`src/rtl/vga_timing_gen.sv`:
```
// vga_timing_gen: raster timing for an 800x600 @ 72 Hz display path.
//
// Counts pixels and lines and exports the live count as PixelX/PixelY so the
// renderer can look up colour. The renderer's registered colour returns on
// R_in/G_in/B_in PIPE_DELAY clocks later. Visibility and both syncs are delayed
// by the same amount, then one output register blanks the colour and drives
// the connector.
//
// Ports:
//   clk, reset_n            pixel clock, asynchronous active-low reset
//   PixelX, PixelY          live horizontal / vertical count (no added latency)
//   R_in, G_in, B_in        renderer colour, PIPE_DELAY clocks behind the count
//   vga_r, vga_g, vga_b     blanked colour to the DAC
//   hsync, vsync            syncs aligned with the colour outputs
//   frame_start             1-clock strobe, the cycle after count (0,0)
//   vblank_start            1-clock strobe, the cycle after count (0,V_VISIBLE)
module vga_timing_gen #(
  parameter int unsigned H_VISIBLE  = 800,
  parameter int unsigned H_FRONT    = 56,
  parameter int unsigned H_SYNC     = 120,
  parameter int unsigned H_BACK     = 64,
  parameter int unsigned V_VISIBLE  = 600,
  parameter int unsigned V_FRONT    = 37,
  parameter int unsigned V_SYNC     = 6,
  parameter int unsigned V_BACK     = 23,
  parameter bit          SYNC_POL   = 1'b1,
  parameter int unsigned PIPE_DELAY = 1
) (
  input  logic        clk,
  input  logic        reset_n,
  output logic [10:0] PixelX,
  output logic [10:0] PixelY,
  input  logic [2:0]  R_in,
  input  logic [2:0]  G_in,
  input  logic [1:0]  B_in,
  output logic [2:0]  vga_r,
  output logic [2:0]  vga_g,
  output logic [1:0]  vga_b,
  output logic        hsync,
  output logic        vsync,
  output logic        frame_start,
  output logic        vblank_start
);

  localparam int unsigned HTotal = H_VISIBLE + H_FRONT + H_SYNC + H_BACK;
  localparam int unsigned VTotal = V_VISIBLE + V_FRONT + V_SYNC + V_BACK;

  // Both counters are 11 bits wide; the renderer interface only carries 3 bits
  // of latency headroom in practice.
  if (HTotal > 2047 || VTotal > 2047) begin : g_bad_totals
    $error("vga_timing_gen: timing totals exceed 11-bit counter range");
  end
  if (PIPE_DELAY > 4) begin : g_bad_delay
    $error("vga_timing_gen: PIPE_DELAY must be 0..4");
  end

  localparam logic [10:0] HVis       = 11'(H_VISIBLE);
  localparam logic [10:0] HSyncStart = 11'(H_VISIBLE + H_FRONT);
  localparam logic [10:0] HSyncEnd   = 11'(H_VISIBLE + H_FRONT + H_SYNC);
  localparam logic [10:0] HLast      = 11'(HTotal - 1);
  localparam logic [10:0] VVis       = 11'(V_VISIBLE);
  localparam logic [10:0] VSyncStart = 11'(V_VISIBLE + V_FRONT);
  localparam logic [10:0] VSyncEnd   = 11'(V_VISIBLE + V_FRONT + V_SYNC);
  localparam logic [10:0] VLast      = 11'(VTotal - 1);

  localparam logic       SyncIdle = ~SYNC_POL;
  // Pipeline word is {vsync level, hsync level, visible}.
  localparam logic [2:0] PipeRst  = {SyncIdle, SyncIdle, 1'b0};

  // ---------------------------------------------------------------------------
  // Pixel / line counters
  // ---------------------------------------------------------------------------
  logic [10:0] h_cnt_q, h_cnt_d;
  logic [10:0] v_cnt_q, v_cnt_d;
  logic        h_wrap;

  always_comb begin
    h_wrap  = (h_cnt_q == HLast);
    h_cnt_d = h_wrap ? 11'd0 : h_cnt_q + 11'd1;
    v_cnt_d = v_cnt_q;
    if (h_wrap) begin
      v_cnt_d = (v_cnt_q == VLast) ? 11'd0 : v_cnt_q + 11'd1;
    end
  end

  always_ff @(posedge clk or negedge reset_n) begin
    if (!reset_n) begin
      h_cnt_q <= 11'd0;
      v_cnt_q <= 11'd0;
    end else begin
      h_cnt_q <= h_cnt_d;
      v_cnt_q <= v_cnt_d;
    end
  end

  assign PixelX = h_cnt_q;
  assign PixelY = v_cnt_q;

  // ---------------------------------------------------------------------------
  // Raw decodes from the live count. Syncs are carried as output levels so the
  // pipeline reset value is simply the idle level.
  // ---------------------------------------------------------------------------
  logic       vis_raw, hs_win, vs_win;
  logic [2:0] raw;
  logic [2:0] dly;

  always_comb begin
    vis_raw = (h_cnt_q < HVis) && (v_cnt_q < VVis);
    hs_win  = (h_cnt_q >= HSyncStart) && (h_cnt_q < HSyncEnd);
    vs_win  = (v_cnt_q >= VSyncStart) && (v_cnt_q < VSyncEnd);
    raw     = {vs_win ? SYNC_POL : SyncIdle, hs_win ? SYNC_POL : SyncIdle, vis_raw};
  end

  // ---------------------------------------------------------------------------
  // Alignment delay matching the renderer's colour latency
  // ---------------------------------------------------------------------------
  if (PIPE_DELAY == 0) begin : g_no_pipe
    assign dly = raw;
  end else begin : g_pipe
    logic [2:0] pipe_q [PIPE_DELAY];
    logic [2:0] pipe_d [PIPE_DELAY];

    always_comb begin
      pipe_d[0] = raw;
      for (int i = 1; i < int'(PIPE_DELAY); i++) begin
        pipe_d[i] = pipe_q[i-1];
      end
    end

    always_ff @(posedge clk or negedge reset_n) begin
      if (!reset_n) begin
        for (int i = 0; i < int'(PIPE_DELAY); i++) begin
          pipe_q[i] <= PipeRst;
        end
      end else begin
        pipe_q <= pipe_d;
      end
    end

    assign dly = pipe_q[PIPE_DELAY-1];
  end

  // ---------------------------------------------------------------------------
  // Output register: blanking and sync drive, plus frame-rate strobes
  // ---------------------------------------------------------------------------
  logic [2:0] vga_r_q, vga_r_d;
  logic [2:0] vga_g_q, vga_g_d;
  logic [1:0] vga_b_q, vga_b_d;
  logic       hsync_q, hsync_d;
  logic       vsync_q, vsync_d;
  logic       frame_start_q, frame_start_d;
  logic       vblank_start_q, vblank_start_d;

  always_comb begin
    // Renderer colour is discarded outside the visible area (border colour etc.).
    vga_r_d        = dly[0] ? R_in : 3'd0;
    vga_g_d        = dly[0] ? G_in : 3'd0;
    vga_b_d        = dly[0] ? B_in : 2'd0;
    hsync_d        = dly[1];
    vsync_d        = dly[2];
    frame_start_d  = (h_cnt_q == 11'd0) && (v_cnt_q == 11'd0);
    vblank_start_d = (h_cnt_q == 11'd0) && (v_cnt_q == VVis);
  end

  always_ff @(posedge clk or negedge reset_n) begin
    if (!reset_n) begin
      vga_r_q        <= 3'd0;
      vga_g_q        <= 3'd0;
      vga_b_q        <= 2'd0;
      hsync_q        <= SyncIdle;
      vsync_q        <= SyncIdle;
      frame_start_q  <= 1'b0;
      vblank_start_q <= 1'b0;
    end else begin
      vga_r_q        <= vga_r_d;
      vga_g_q        <= vga_g_d;
      vga_b_q        <= vga_b_d;
      hsync_q        <= hsync_d;
      vsync_q        <= vsync_d;
      frame_start_q  <= frame_start_d;
      vblank_start_q <= vblank_start_d;
    end
  end

  assign vga_r        = vga_r_q;
  assign vga_g        = vga_g_q;
  assign vga_b        = vga_b_q;
  assign hsync        = hsync_q;
  assign vsync        = vsync_q;
  assign frame_start  = frame_start_q;
  assign vblank_start = vblank_start_q;

endmodule
```
`config.mk`:
```
export PLATFORM = sky130hd
export DESIGN_NAME = vga_timing_gen
export DESIGN_NICKNAME = d
export VERILOG_FILES = /design/src/rtl/vga_timing_gen.sv
export SDC_FILE = /design/constraint.sdc
export NUM_CORES = 1
export LEC_CHECK = 0
export ABC_AREA = 1
export ABC_CLOCK_PERIOD_IN_PS = 1800
export BUFFER_PORTS_ARGS = -buffer_cell sky130_fd_sc_hd__clkbuf_2
export CORE_AREA = 5 5 67 69
export DETAILED_ROUTE_END_ITERATION = 7
export DIE_AREA = 0 0 72 74
export PLACE_DENSITY = 0.73
export SLEW_MARGIN = 20
export SYNTH_ARGS = -nofsm -noshare
export SYNTH_HDL_FRONTEND = slang
export SYNTH_SLANG_ARGS = --single-unit
```
`constraint.sdc`:
```
create_clock -name clk -period 1.8 [get_ports clk]
set_input_delay 0.27 -clock clk [delete_from_list [all_inputs] [get_ports clk]]
set_output_delay 0.27 -clock clk [all_outputs]
set_load 0.02 [all_outputs]
```
==> results.yml <==
sta:
  relSlewSlack_pct: 68.9
  final_max_slew_viol_count: 0
  setup-violations-final: 0
  finalCritPeriodShare_pct: 86.1
  period_minus_slack_ps: 1550
  rsz0062_at_grt: "false"
  worst_slack_ps: 251
  finalSetupTns_ps: 0
  fmaxAchievable_ghz: 0.646
  finalHoldViolations: 0
  fin_skew_ps: 6.05
  worstMarginPinSlew_ps: 467
worst_setup_path:
  start_kind: "register"
  crit_arrival_ps: 1720
  cp.required_ps: 1970
  end_kind: "register"
  crit_fanout: 7
  criticalPathCategory: "reg -> reg"
clock_tree:
  cts.sinks: 37
  cts-hold-fix-buffers: 0
  clk_pin_slew_ps: 70
  cts_tree: "built"
  cts_max_level: 2
  cts-root-buf: "clkbuf_8"
  clk_latency_ps: 280
  cts_buffer_depth: 2
  postCtsResizedCells: 0
  post_cts_buffers: 0
  cts_buffers: 5
drt:
  drt-pass1-iter-count: 5
  drtAntennaViolNets: 0
  drc: 0
  routed_wl_um: 4000
  num_vias: 1633
  viasPerCell: 4.98
  wl_per_cell_um: 12.2
  drt_iter0_markers: 88
run:
  maxCapViolCount: 0
floorplanning:
  core_um2: 3860
  die_area_um2: 5330
  die_w_um: 72
  initial_core_util_pct: 50.2
  io_pins: 44
  fp-row-count: 23
  die_height_um: 74
layout:
  drive_above_1_share_pct: 23.0
  finalNetCount: 293
  area_delta_synth_final_pct: 17.5
  fin_util_pct: 58.9
  num_antenna_cells: 0
  final_cell_count_no_fill: 328
pwr:
  combPwrFrac_pct: 3.7
  power.static_leakage_uw: 0.00125
  clockPowerShare_pct: 39.0
  pwr-share-seq_pct: 57.3
  p_sw_share_pct: 21.0
  p_per_area_nw_per_um2: 647
  p_int_uw: 1160
  power.switching_uw: 308
  max-vdd-ir-drop_uv: 375
global_routing:
  grt_pass1_vias: 1603
  overflow: 0
  grt_max_degree: 38
  track_usage_pct: 17.1
  antenna_found_initial: 0
  grt_pass1_wl_um: 7110
place:
  dp.cells: 321
  dpl.hpwl_um: 2980
  place_congestion: 0.883
  io_buffers: 43
  pre_cts_ws_ps: 273
status:
  outcome: "finished, final reports clean"
yosys:
  avgSynthCellArea_um2: 8.34
  yosysUniqueCellTypes: 26
  syn_nets: 247
  syn_area_um2: 1930
  ys_ff_latch: 37
  postSynthCellCount: 232
  seq_area_frac_synth_pct: 47.9
  ys.warnings.count: 0
hold_path:
  hp-class: "in -> async"
## stage by stage
stage	area [µm²]	hold slack, ps	total power (µW)
finish	2270	18.8	1470
detailed placement	2190	341	915
floorplan	1930	-25.6	877
CTS	2270	39.6	1490
global route	2270	80.7	1530
global placement	2190	333	914
## layout by cell type, fill, tap and decap left out, drive strengths merged, types with 3 or more instances in the layout
master	netlist	final
nand3	23	23
nor3	9	9
clkbuf	1	50
ha	5	5
inv	41	41
nand4	5	5
o21ai	17	17
nor2	27	27
nand2	44	44
a21oi	3	3
dfrtp	37	37
xor2	11	11
## power by group through the flow
| stage | clock [µW] | combinational [µW] | sequential, µW |
|---|---|---|---|
| global placement | 0 | 56.0 | 858 |
| floorplan | 0 | 6.47 | 871 |
| global route | 626 | 62.4 | 842 |
| CTS | 592 | 56.9 | 842 |
| finish | 572 | 54.4 | 842 |
| detailed placement | 0 | 56.6 | 858 |
## final timing paths
kind                              to  slack [ps]  cells after the start      start
min reg2reg                    hsync         350                      0     dly[1]
max                        PixelY[0]         250                      6  PixelY[1]
max reg2reg                PixelY[0]         250                      6  PixelY[1]
min                        PixelY[0]          20                      2    reset_n
min in group clk            vga_g[2]         180                      3    G_in[2]
max in group asynchronous   vga_g[2]        1450                      2    reset_n
## routing by layer
| metal | vias up | wire length (µm) | GRT usage [%] |
|---|---|---|---|
| li1 | 821 | - | - |
| met1 | 752 | 1850 | 22.8 |
| met2 | 49 | 1850 | 27.2 |
| met3 | 11 | 241 | 3.92 |
| met4 | 0 | 58 | 6.89 |
| met5 | - | 0 | 0 |
## cell type report
| class | count | area, µm² |
|---|---|---|
| well taps | 50 | 62.6 |
| inverters | 41 | 159 |
| multi-input cells | 149 | 816 |
| fillers | 354 | 1580 |
| flip-flops and latches | 37 | 926 |
| repair buffers | 44 | 223 |
| clock buffers | 7 | 86.3 |
## cells in the mapped netlist
library cell	number	area [µm²]
nand2_1	42	158
dfrtp_1	37	926
inv_1	35	131
nor2_1	26	97.6
nand3_1	21	105
xor2_1	11	96.3
o21ai_0	10	50.1
nor3_1	7	35.0
o21ai_1	7	35.0
ha_1	5	62.6
inv_2	5	18.8
nand4_1	5	31.3
a21oi_1	3	15.0
buf_2	3	15.0
nand2_2	2	12.5
nand3_4	2	35.0
nor3_2	2	20.0
buf_8	1	15.0
clkbuf_1	1	3.75
inv_6	1	8.76
nand3b_2	1	11.3
nor2_8	1	20.0
o211ai_1	1	7.51
o21bai_1	1	7.51
o31ai_1	1	7.51
xnor2_1	1	8.76
## kinds of logic (layout without fill, tap and decap cells)
| group | count (synthesis) | count (layout) | share of synthesized area, % |
|---|---|---|---|
| XOR/XNOR | 12 | 12 | 5.43 |
| AND/OR/NAND/NOR | 109 | 109 | 27.2 |
| flip-flops | 37 | 37 | 47.9 |
| AO/OA/AOI/OAI | 23 | 23 | 6.34 |
| adder cells (fa/ha/maj) | 5 | 5 | 3.23 |
| buffers and inverters | 46 | 92 | 9.96 |
## worst max-delay path, stage by stage (launching register included)
cell and delay (ps):
dfrtp_1 440, inv_1 140, ha_1 200, nand3_1 90, nand3b_2 330, nand3_1 140
o21ai_0 80
## state kept, by name, summed over array words and instances, names as in the netlist
name	cells
hsync	1
vga_b	2
PixelY	11
PixelX	11
vga_r	3
vsync	1
frame_start	1
dly	3
vblank_start	1
vga_g	3
No activity file was read; power rests on OpenSTA's default activity.
